**src/rtl/multicycle_control_if.sv**
```systemverilog
// Handshake and control bundle between the multicycle controller and its datapath.
// The master drives run/opcode/mem_ready; the slave (controller) drives everything else.
interface multicycle_control_if #(
   parameter int CNT_W = 16
);
   logic             run;
   logic [10:0]      opcode;
   logic             mem_ready;
   logic             IMemRead;
   logic             PCWrite;
   logic             IRWrite;
   logic             Reg2Loc;
   logic             Branch;
   logic             MemRead;
   logic             MemWrite;
   logic             MemtoReg;
   logic             RegWrite;
   logic             ALUSrc;
   logic [1:0]       ALUOp;
   logic [3:0]       state;
   logic             illegal;
   logic [CNT_W-1:0] instr_count;

   modport master (
      output run, opcode, mem_ready,
      input  IMemRead, PCWrite, IRWrite, Reg2Loc, Branch, MemRead, MemWrite,
             MemtoReg, RegWrite, ALUSrc, ALUOp, state, illegal, instr_count
   );

   modport slave (
      input  run, opcode, mem_ready,
      output IMemRead, PCWrite, IRWrite, Reg2Loc, Branch, MemRead, MemWrite,
             MemtoReg, RegWrite, ALUSrc, ALUOp, state, illegal, instr_count
   );
endinterface

```
**src/rtl/multicycle_control.sv**
```systemverilog
// Multicycle instruction-sequencing controller: Moore control outputs, memory
// wait handling, illegal-opcode flag and a retired-instruction counter.
//
//   state  | meaning
//   -------+-----------------------------------------------
//   IDLE   | stopped, waiting for run
//   FETCH  | instruction fetch, waits on mem_ready
//   DECODE | classify opcode; NOP/illegal end here
//   EXEC_R | R-type ALU operation
//   WB_R   | R-type register write-back
//   ADDR   | LDUR/STUR address calculation
//   MEM_RD | data read, waits on mem_ready
//   WB_LD  | load write-back
//   MEM_WR | data write, waits on mem_ready
//   BRANCH | CBZ compare/branch
module multicycle_control #(
   parameter int CNT_W = 16
) (
   input  logic                 clk,
   input  logic                 rst_n,
   multicycle_control_if.slave  bus
);

   typedef enum logic [3:0] {
      S_IDLE   = 4'd0,
      S_FETCH  = 4'd1,
      S_DECODE = 4'd2,
      S_EXEC_R = 4'd3,
      S_WB_R   = 4'd4,
      S_ADDR   = 4'd5,
      S_MEM_RD = 4'd6,
      S_WB_LD  = 4'd7,
      S_MEM_WR = 4'd8,
      S_BRANCH = 4'd9
   } state_t;

   typedef enum logic [2:0] {
      C_NOP = 3'd0,
      C_R   = 3'd1,
      C_LD  = 3'd2,
      C_ST  = 3'd3,
      C_CB  = 3'd4,
      C_ILL = 3'd5
   } cls_t;

   state_t           r_state;
   state_t           w_next;
   state_t           w_after;
   cls_t             r_cls;
   cls_t             w_dec;
   logic             w_end;
   logic [CNT_W-1:0] r_cnt;

   always_comb begin
      w_dec = C_ILL;
      if (bus.opcode == 11'b00000000000)
         w_dec = C_NOP;
      else if (bus.opcode == 11'b11111000010)
         w_dec = C_LD;
      else if (bus.opcode == 11'b11111000000)
         w_dec = C_ST;
      else if (bus.opcode[10:3] == 8'b10110100)
         w_dec = C_CB;
      else if (bus.opcode[10] && (bus.opcode[7:4] == 4'b0101) && (bus.opcode[2:0] == 3'b000))
         w_dec = C_R;
   end

   // Instruction boundary: the only points besides IDLE where run is sampled.
   always_comb begin
      w_end = 1'b0;
      case (r_state)
         S_DECODE: w_end = (w_dec == C_NOP) || (w_dec == C_ILL);
         S_WB_R,
         S_WB_LD,
         S_BRANCH: w_end = 1'b1;
         S_MEM_WR: w_end = bus.mem_ready;
         default:  w_end = 1'b0;
      endcase
   end

   assign w_after = bus.run ? S_FETCH : S_IDLE;

   always_ff @(posedge clk or negedge rst_n) begin
      if (!rst_n)
         r_state <= S_IDLE;
      else
         r_state <= w_next;
   end

   always_comb begin
      w_next = S_IDLE;
      case (r_state)
         S_IDLE:   w_next = bus.run ? S_FETCH : S_IDLE;
         S_FETCH:  w_next = bus.mem_ready ? S_DECODE : S_FETCH;
         S_DECODE: begin
            case (w_dec)
               C_R:       w_next = S_EXEC_R;
               C_LD,
               C_ST:      w_next = S_ADDR;
               C_CB:      w_next = S_BRANCH;
               default:   w_next = w_after;
            endcase
         end
         S_EXEC_R: w_next = S_WB_R;
         S_ADDR:   w_next = (r_cls == C_LD) ? S_MEM_RD : S_MEM_WR;
         S_MEM_RD: w_next = bus.mem_ready ? S_WB_LD : S_MEM_RD;
         S_MEM_WR: w_next = bus.mem_ready ? w_after : S_MEM_WR;
         S_WB_R,
         S_WB_LD,
         S_BRANCH: w_next = w_after;
         default:  w_next = S_IDLE;
      endcase
   end

   always_ff @(posedge clk or negedge rst_n) begin
      if (!rst_n) begin
         r_cls <= C_NOP;
         r_cnt <= '0;
      end else begin
         if (r_state == S_DECODE)
            r_cls <= w_dec;
         else if (w_end)
            r_cls <= C_NOP;
         if (w_end)
            r_cnt <= r_cnt + 1'b1;
      end
   end

   always_comb begin
      bus.IMemRead = 1'b0;
      bus.Reg2Loc  = 1'b0;
      bus.Branch   = 1'b0;
      bus.MemRead  = 1'b0;
      bus.MemWrite = 1'b0;
      bus.MemtoReg = 1'b0;
      bus.RegWrite = 1'b0;
      bus.ALUSrc   = 1'b0;
      bus.ALUOp    = 2'b00;
      case (r_state)
         S_FETCH:  bus.IMemRead = 1'b1;
         S_DECODE: bus.Reg2Loc  = (w_dec == C_LD) || (w_dec == C_ST) || (w_dec == C_CB);
         S_EXEC_R: bus.ALUOp    = 2'b10;
         S_WB_R: begin
            bus.ALUOp    = 2'b10;
            bus.RegWrite = 1'b1;
         end
         S_ADDR: begin
            bus.Reg2Loc  = 1'b1;
            bus.ALUSrc   = 1'b1;
         end
         S_MEM_RD: begin
            bus.MemRead  = 1'b1;
            bus.ALUSrc   = 1'b1;
         end
         S_WB_LD: begin
            bus.MemtoReg = 1'b1;
            bus.RegWrite = 1'b1;
         end
         S_MEM_WR: begin
            bus.Reg2Loc  = 1'b1;
            bus.MemWrite = 1'b1;
            bus.ALUSrc   = 1'b1;
         end
         S_BRANCH: begin
            bus.Reg2Loc  = 1'b1;
            bus.Branch   = 1'b1;
            bus.ALUOp    = 2'b01;
         end
         default: ;
      endcase
   end

   assign bus.PCWrite     = (r_state == S_FETCH) && bus.mem_ready;
   assign bus.IRWrite     = (r_state == S_FETCH) && bus.mem_ready;
   assign bus.illegal     = (r_state == S_DECODE) && (w_dec == C_ILL);
   assign bus.state       = r_state;
   assign bus.instr_count = r_cnt;

endmodule
```
**src/flat_wrapper.sv**
```systemverilog
// flat-port wrapper written by rule: the top's interface ports become plain ports
module multicycle_control_flat 
#(
   parameter int CNT_W = 16
)
  (clk, rst_n, bus_run, bus_opcode, bus_mem_ready, bus_IMemRead, bus_PCWrite, bus_IRWrite, bus_Reg2Loc, bus_Branch, bus_MemRead, bus_MemWrite, bus_MemtoReg, bus_RegWrite, bus_ALUSrc, bus_ALUOp, bus_state, bus_illegal, bus_instr_count);
  multicycle_control_if #(.CNT_W(CNT_W)) bus_i ();
  input  logic clk;
  input  logic rst_n;
  input wire logic [$bits(bus_i.run)-1:0] bus_run;
  input wire logic [$bits(bus_i.opcode)-1:0] bus_opcode;
  input wire logic [$bits(bus_i.mem_ready)-1:0] bus_mem_ready;
  output wire logic [$bits(bus_i.IMemRead)-1:0] bus_IMemRead;
  output wire logic [$bits(bus_i.PCWrite)-1:0] bus_PCWrite;
  output wire logic [$bits(bus_i.IRWrite)-1:0] bus_IRWrite;
  output wire logic [$bits(bus_i.Reg2Loc)-1:0] bus_Reg2Loc;
  output wire logic [$bits(bus_i.Branch)-1:0] bus_Branch;
  output wire logic [$bits(bus_i.MemRead)-1:0] bus_MemRead;
  output wire logic [$bits(bus_i.MemWrite)-1:0] bus_MemWrite;
  output wire logic [$bits(bus_i.MemtoReg)-1:0] bus_MemtoReg;
  output wire logic [$bits(bus_i.RegWrite)-1:0] bus_RegWrite;
  output wire logic [$bits(bus_i.ALUSrc)-1:0] bus_ALUSrc;
  output wire logic [$bits(bus_i.ALUOp)-1:0] bus_ALUOp;
  output wire logic [$bits(bus_i.state)-1:0] bus_state;
  output wire logic [$bits(bus_i.illegal)-1:0] bus_illegal;
  output wire logic [$bits(bus_i.instr_count)-1:0] bus_instr_count;
  assign bus_i.run = bus_run;
  assign bus_i.opcode = bus_opcode;
  assign bus_i.mem_ready = bus_mem_ready;
  assign bus_IMemRead = bus_i.IMemRead;
  assign bus_PCWrite = bus_i.PCWrite;
  assign bus_IRWrite = bus_i.IRWrite;
  assign bus_Reg2Loc = bus_i.Reg2Loc;
  assign bus_Branch = bus_i.Branch;
  assign bus_MemRead = bus_i.MemRead;
  assign bus_MemWrite = bus_i.MemWrite;
  assign bus_MemtoReg = bus_i.MemtoReg;
  assign bus_RegWrite = bus_i.RegWrite;
  assign bus_ALUSrc = bus_i.ALUSrc;
  assign bus_ALUOp = bus_i.ALUOp;
  assign bus_state = bus_i.state;
  assign bus_illegal = bus_i.illegal;
  assign bus_instr_count = bus_i.instr_count;
  multicycle_control #(.CNT_W(CNT_W)) u_core (.clk(clk), .rst_n(rst_n), .bus(bus_i));
endmodule
```
**config.mk**
```make
export PLATFORM = sky130hd
export DESIGN_NAME = multicycle_control_flat
export DESIGN_NICKNAME = d
export VERILOG_FILES = /design/src/rtl/multicycle_control_if.sv /design/src/rtl/multicycle_control.sv /design/src/flat_wrapper.sv
export SDC_FILE = /design/constraint.sdc
export NUM_CORES = 1
export LEC_CHECK = 0
export CORE_UTILIZATION = 50
export DETAILED_ROUTE_END_ITERATION = 12
export DONT_BUFFER_PORTS = 1
export GPL_ROUTABILITY_DRIVEN = 1
export PLACE_DENSITY_LB_ADDON = 0.3
export SLEW_MARGIN = 10
export SYNTH_ARGS = -nofsm -noshare
export SYNTH_HDL_FRONTEND = slang
export SYNTH_SLANG_ARGS = --single-unit
```
**constraint.sdc**
```tcl
create_clock -name clk -period 1.71 [get_ports clk]
set_clock_uncertainty 0.05 [all_clocks]
set_input_delay 0.171 -clock clk [delete_from_list [all_inputs] [get_ports clk]]
set_output_delay 0.171 -clock clk [all_outputs]
set_load 0.02 [all_outputs]
```
==> flow_summary.json, run 1 <==
{
  "status": "finished, violations left",
  "violations": "negative hold slack, negative setup slack",
  "row_count": 18,
  "synth.distinct_cells": 40,
  "slowest_delay_ps": 450,
  "critPathKind": "reg -> reg",
  "async_reset_ff_share_pct": 100,
  "cts_buffers": 3,
  "fin_area_sq_um": 2090,
  "cp.required_ps": 1900,
  "drv_slew": 0,
  "vias": 1492,
  "drc": 0,
  "fin_crit_ps": 1970,
  "grt_first_pass_wirelength_microns": 6200,
  "clk_pin_slew_ps": 140,
  "hold_viol": 1,
  "power_density_nw_per_um2": 1730,
  "antenna_cells": 0,
  "max_cap_violations": 0,
  "design.core.area_sq_um": 2540,
  "ys_ff_latch": 23,
  "initial_core_util_pct": 54.5,
  "synthToLayoutAreaGrowth_pct": 50.7,
  "whs_ps": -12.9,
  "synthCells": 154,
  "multi_input_area_sq_um": 932,
  "slew_headroom_pct": 31.2,
  "grt_pass1_vias": 1318,
  "die_area_sq_um": 2990,
  "syn-num-nets": 170,
  "hpwl_microns": 2690,
  "clock_latency_ps": 330,
  "drt-total-wl_microns": 5070,
  "fin_util_pct": 82.1,
  "io_pins": 48,
  "drtIter0Drc": 52,
  "clockRootBuffer": "clkbuf_4",
  "track_usage_pct": 30.0,
  "crit_buf_inv": 2,
  "fmax_mhz": 508,
  "setup_violations": 30,
  "cts.sinks": 23,
  "critical_path.endpoint_type": "flop",
  "dr.pass1.iters": 4,
  "cp_max_fo": 5,
  "clk_path_buf_depth": 2,
  "nets": 222,
  "avgViaCountPerCell": 6.35,
  "grt_max_degree": 24,
  "cts_tree": "done",
  "final.setup.worst_slack_ps": -260,
  "rsz0062_at_grt": "yes",
  "ant_nets": 0,
  "tightest_slew_ps": 1030,
  "avgSynthCellArea_sq_um": 9.00,
  "peakVddDrop_mv": 1.52,
  "layout-drive-gt1-share_pct": 46.8,
  "worstSetupStartpointType": "flop",
  "place_congestion": 0.916,
  "power_leakage_nw": 0.912,
  "seqCellArea_sq_um": 581,
  "worstPathArrival_ps": 2160,
  "crit_family": "simple AND/OR/NAND/NOR gates",
  "hp-class": "in -> reg",
  "antenna_found_initial": 0,
  "cts-htree-levels": 1,
  "path_cells": "and2b_2 -> nand2_4 -> or2_4 -> buf_6 -> o21bai_4 -> buf_12 -> nand3_2 -> xnor2_1",
  "synth_warnings": 0,
  "portBuffers": 0,
  "synth-edff-count": 0,
  "fillers": 138,
  "cp_slowest_cell": "dfrtp_2",
  "overflow": 0,
  "postPlaceCellArea_sq_um": 1730,
  "die_w_microns": 54.7,
  "wl_per_cell_microns": 21.6,
  "ys.flop_type": "dfrtp_1",
  "die_h_microns": 54.7,
  "post-place-ws_ps": -188,
  "netlist_area_sq_um": 1390,
  "min_period_over_period_pct": 115,
  "synth_sequential_area_ratio_pct": 41.5
}
[final cells by class]
| type | instances | share of cell area, % |
|---|---|---|
| multi-input combinational | 122 | 44.6 |
| sequential | 23 | 27.8 |
| timing repair buffer | 54 | 24.0 |
| tap | 30 | 1.80 |
| clock buffer | 3 | 1.08 |
| inverter | 2 | 0.539 |
| clock inverter | 1 | 0.240 |
[synth_stat cells, drive strengths merged (4+ instances only)]
master | count | area, sq um
a21oi | 6 | 33.8
and3 | 5 | 31.3
buf | 4 | 37.5
clkbuf | 4 | 15.0
dfrtp | 23 | 576
nand2 | 20 | 77.6
nand2b | 5 | 31.3
nand3 | 9 | 45.0
nand4 | 5 | 31.3
nor2 | 14 | 52.6
nor3 | 7 | 35.0
o22ai | 5 | 31.3
xnor2 | 14 | 123
[repair_timing]
action | CTS | global route
pin swaps | 10 | 14
setup endpoints to repair | 26 | 32
endpoints found under the hold margin | 24 | 0
hold buffers | 2 | 0
cloned | 1 | 0
buffers inserted | 8 | 8
resized for setup | 13 | 32
[flip-flops by register name (all words and copies together) (netlist names)]
name,count
u_core.bus.state,4
u_core.bus.instr_count,16
u_core.r_cls,3
[worst min-delay path, stage by stage]
cell	delay (ps)
nand2_1	20
o21ai_0	60
o22ai_1	80
[report_power, final]
part | switching, mW | internal, mW
Sequential | 0.141 | 0.683
Combinational | 1.32 | 1.19
Clock | 0.184 | 0.0878
[cell usage in the layout (no fill, tap or decap), types with 2 or more instances in the layout]
| cell | n |
|---|---|
| nor2_1 | 9 |
| xnor2_1 | 13 |
| nand3_2 | 4 |
| a21oi_1 | 5 |
| dfrtp_1 | 19 |
| a31oi_1 | 3 |
| dlygate4sd3_1 | 2 |
| and2_1 | 2 |
| o21ai_0 | 2 |
| nand2b_4 | 3 |
| o22ai_1 | 5 |
| nand3_1 | 4 |
| buf_6 | 14 |
| nand2_2 | 2 |
| nor3_1 | 5 |
| and3_1 | 4 |
| nand4_1 | 5 |
| o21bai_4 | 2 |
| dfrtp_2 | 4 |
| nand2_1 | 15 |
| nor2_4 | 4 |
| nand3b_1 | 2 |
| buf_12 | 3 |
| buf_4 | 35 |
| o32ai_1 | 2 |
| and2b_2 | 2 |
| nand2_4 | 3 |
| clkbuf_4 | 3 |
[metrics by stage]
stage               std cells  power [mW]  setup TNS, ps
floorplan                 154        1.94           -868
global placement          213        2.41           -446
detailed placement        213        2.48          -1600
CTS                       228        2.96          -2260
global route              235        3.76          -7390
finish                    235        3.61          -4180
[logic make-up after synthesis]
logic type      share of synthesized area, %
simple gates                            29.1
mux                                     2.26
compound gates                          12.5
flops                                   41.5
buf+inv                                 4.33
xor+xnor                                9.48
fa+ha+maj                              0.902
[metal layers]
layer / vias to the layer above / wire length (microns) / track usage [%] / part of all wire [%]
li1: 650 / - / - / -
met1: 721 / 1860 / 36.5 / 37
met4: 0 / 267 / 11.1 / 5.3
met2: 94 / 2540 / 52.8 / 50
met3: 27 / 397 / 4.17 / 7.8
met5: - / 0 / 0 / 0
[final timing paths]
check	startpoint	end	slack (ps)	cells after the start
min reg2reg	u_core.bus.instr_count[0]	u_core.bus.instr_count[0]	500	1
max reg2reg	u_core.bus.state[0]	u_core.bus.instr_count[10]	-260	8
min in group asynchronous	rst_n	u_core.r_cls[0]	400	1
max in group asynchronous	rst_n	u_core.bus.state[3]	510	1
max	u_core.bus.state[0]	u_core.bus.instr_count[10]	-260	8
min	bus_opcode[1]	u_core.r_cls[0]	-10	3
No activity file was read; power rests on OpenSTA's default activity.
==> inputs of run 2 (changes only) <==
==> constraint.sdc (replaced) <==
create_clock -name clk -period 2.4 [get_ports clk]
set_clock_uncertainty 0.05 [all_clocks]
set_input_delay 0.24 -clock clk [delete_from_list [all_inputs] [get_ports clk]]
set_output_delay 0.24 -clock clk [all_outputs]
set_load 0.02 [all_outputs]
==> flow_summary.json, run 2 (synthesis gave the netlist of run 1 again) <==
{
  "internal_power_mw": 0.837,
  "grt_max_degree": 24,
  "cts_buffers": 3,
  "nets": 175,
  "cp_max_fo": 10,
  "drc": 0,
  "grt_use_met1_pct": 26.6,
  "pwr-share-comb_pct": 47.1,
  "grt_pass1_vias": 1051,
  "critPathKind": "reg -> out",
  "path_cells": "and2b_2 -> nand2_2 -> or2_4 -> nor2_1",
  "clockRootBuffer": "clkbuf_4",
  "grt_first_pass_wirelength_microns": 4360,
  "drt-total-wl_microns": 2830,
  "swShare_pct": 48.1,
  "cp_slowest_cell": "dfrtp_1",
  "tns_ps": 0,
  "cts_resized": 0,
  "vias": 1116,
  "crit_start": "u_core.bus.state[0]",
  "whs_ps": 86.9,
  "layout_common_cells": "dfrtp_1 (23), nand2_1 (19), nor2_1 (14), xnor2_1 (14), nand3_1 (9)",
  "worstSetupStartpointType": "flop",
  "crit_family": "simple AND/OR/NAND/NOR gates",
  "min_period_over_period_pct": 88.9,
  "clk_pin_slew_ps": 110,
  "post-place-ws_ps": 353,
  "rsz0062_at_grt": "no",
  "met2_usage_pct": 31.9,
  "io_pins": 48,
  "hpwl_microns": 2170,
  "overflow": 0,
  "sequentialPowerShare_pct": 42.2,
  "peakVddDrop_mv": 0.610,
  "postPlaceCellArea_sq_um": 1420,
  "drtIter0Drc": 13,
  "hold_viol": 0,
  "place_congestion": 0.863,
  "final.setup.worst_slack_ps": 267,
  "rr_endpoint": "u_core.bus.instr_count[1]",
  "place_inst": 183,
  "cts-htree-levels": 1,
  "slew_headroom_pct": 34.5,
  "cp.required_ps": 2110,
  "die_area_sq_um": 2990,
  "synthToLayoutAreaGrowth_pct": 5.42,
  "portBuffers": 0,
  "p_switching_mw": 0.775,
  "ff2ff_path_depth": 5,
  "rrSetupSlack_ps": 330,
  "antenna_cells": 0,
  "fmax_mhz": 469,
  "slowest_delay_ps": 490,
  "tightest_slew_ps": 979,
  "ant_nets": 0,
  "final_common_cell": "dfrtp_1",
  "p_clk_share_pct": 10.7,
  "met3_usage_pct": 7.22,
  "fin_crit_ps": 2130,
  "cts_tree": "done",
  "setup_violations": 0,
  "power_leakage_nw": 0.598,
  "top_usage_layer": "met2",
  "clock_latency_ps": 310,
  "die_w_microns": 54.7,
  "clk_path_buf_depth": 2,
  "die_h_microns": 54.7,
  "drv_slew": 0,
  "critical_path.endpoint_type": "primary output",
  "wl_per_cell_microns": 15.0,
  "crit_end": "bus_illegal",
  "cp.depth": 4,
  "fin_area_sq_um": 1460,
  "layout-drive-gt1-share_pct": 10.8,
  "dr.pass1.iters": 4,
  "initial_core_util_pct": 54.5,
  "r2r_start": "u_core.bus.state[0]",
  "avgViaCountPerCell": 5.94,
  "antenna_found_initial": 0,
  "power_density_nw_per_um2": 1100,
  "cts.sinks": 23,
  "largest_register_ffs": 16,
  "max_cap_violations": 0,
  "crit_buf_inv": 0,
  "final_cells": 188,
  "design.core.area_sq_um": 2540,
  "status": "finished clean",
  "hp-class": "in -> reg",
  "row_count": 18,
  "track_usage_pct": 20.6,
  "worstPathArrival_ps": 1840
}
==> run 2: cell types whose count changed in the layout (fill, tap and decap cells not counted), sizes merged <==
| cell | change |
|---|---|
| clkinvlp | -1 |
| clkinv | +1 |
| buf | -45 |
| dlygate4sd3 | -1 |
| o21bai | -1 |
==> run 2: timing repair <==
item | in CTS | in global routing
setup buffers | 0 | 0
endpoints found under the hold margin | 23 | 0
hold buffers | 1 | 0
==> run 2: power groups by stage <==
| stage | registers, mW | clock network (mW) | logic, mW |
|---|---|---|---|
| after CTS | 0.679 | 0.179 | 0.763 |
| final | 0.680 | 0.172 | 0.760 |
| after global routing | 0.699 | 0.196 | 0.838 |
| after floorplan | 0.657 | 0 | 0.646 |
| after global placement | 0.679 | 0 | 0.730 |
| after detailed placement | 0.687 | 0 | 0.754 |
==> run 2: routing by layer <==
| metal | part of all wire (%) | vias to the layer above |
|---|---|---|
| met5 | 0 | - |
| met4 | 0.96 | 0 |
| met3 | 6.8 | 4 |
| met2 | 44 | 36 |
| met1 | 49 | 524 |
| li1 | - | 552 |
==> run 2: worst reg2reg max path: cells and delay by family, from the launching register on <==
kind / cells / cell delay, ps
simple gates: 3 / 710
flops: 1 / 490
mux: 1 / 380
compound gates: 1 / 330
==> run 2: cell type report <==
class | instances | area, sq um
Multi-Input combinational cell | 121 | 751
Sequential cell | 23 | 576
Timing Repair Buffer | 8 | 62.6
Fill cell | 252 | 1080
Inverter | 2 | 7.51
Clock buffer | 3 | 22.5
Clock inverter | 1 | 5.00
Tap cell | 30 | 37.5
==> run 2: how the worst min path moves through the flow <==
stage	start	end	slack, ps	depth (start not counted)
3_3_place_gp	rst_n	u_core.bus.instr_count[14]	-100	0
6_report	bus_run	u_core.bus.state[0]	90	2
2_1_floorplan	rst_n	u_core.bus.instr_count[0]	-110	0
3_5_place_dp	rst_n	u_core.bus.instr_count[14]	-100	0
4_1_cts	bus_run	u_core.bus.state[0]	60	2
5_1_grt	bus_run	u_core.bus.state[0]	60	2
==> run 2: through the flow <==
| step | power (mW) | util (%) |
|---|---|---|
| 5_1_grt | 1.73 | 57.4 |
| 3_3_place_gp | 1.41 | 55.9 |
| 4_1_cts | 1.62 | 57.4 |
| 2_1_floorplan | 1.30 | - |
| 3_5_place_dp | 1.44 | 55.9 |
| 6_report | 1.61 | 57.4 |
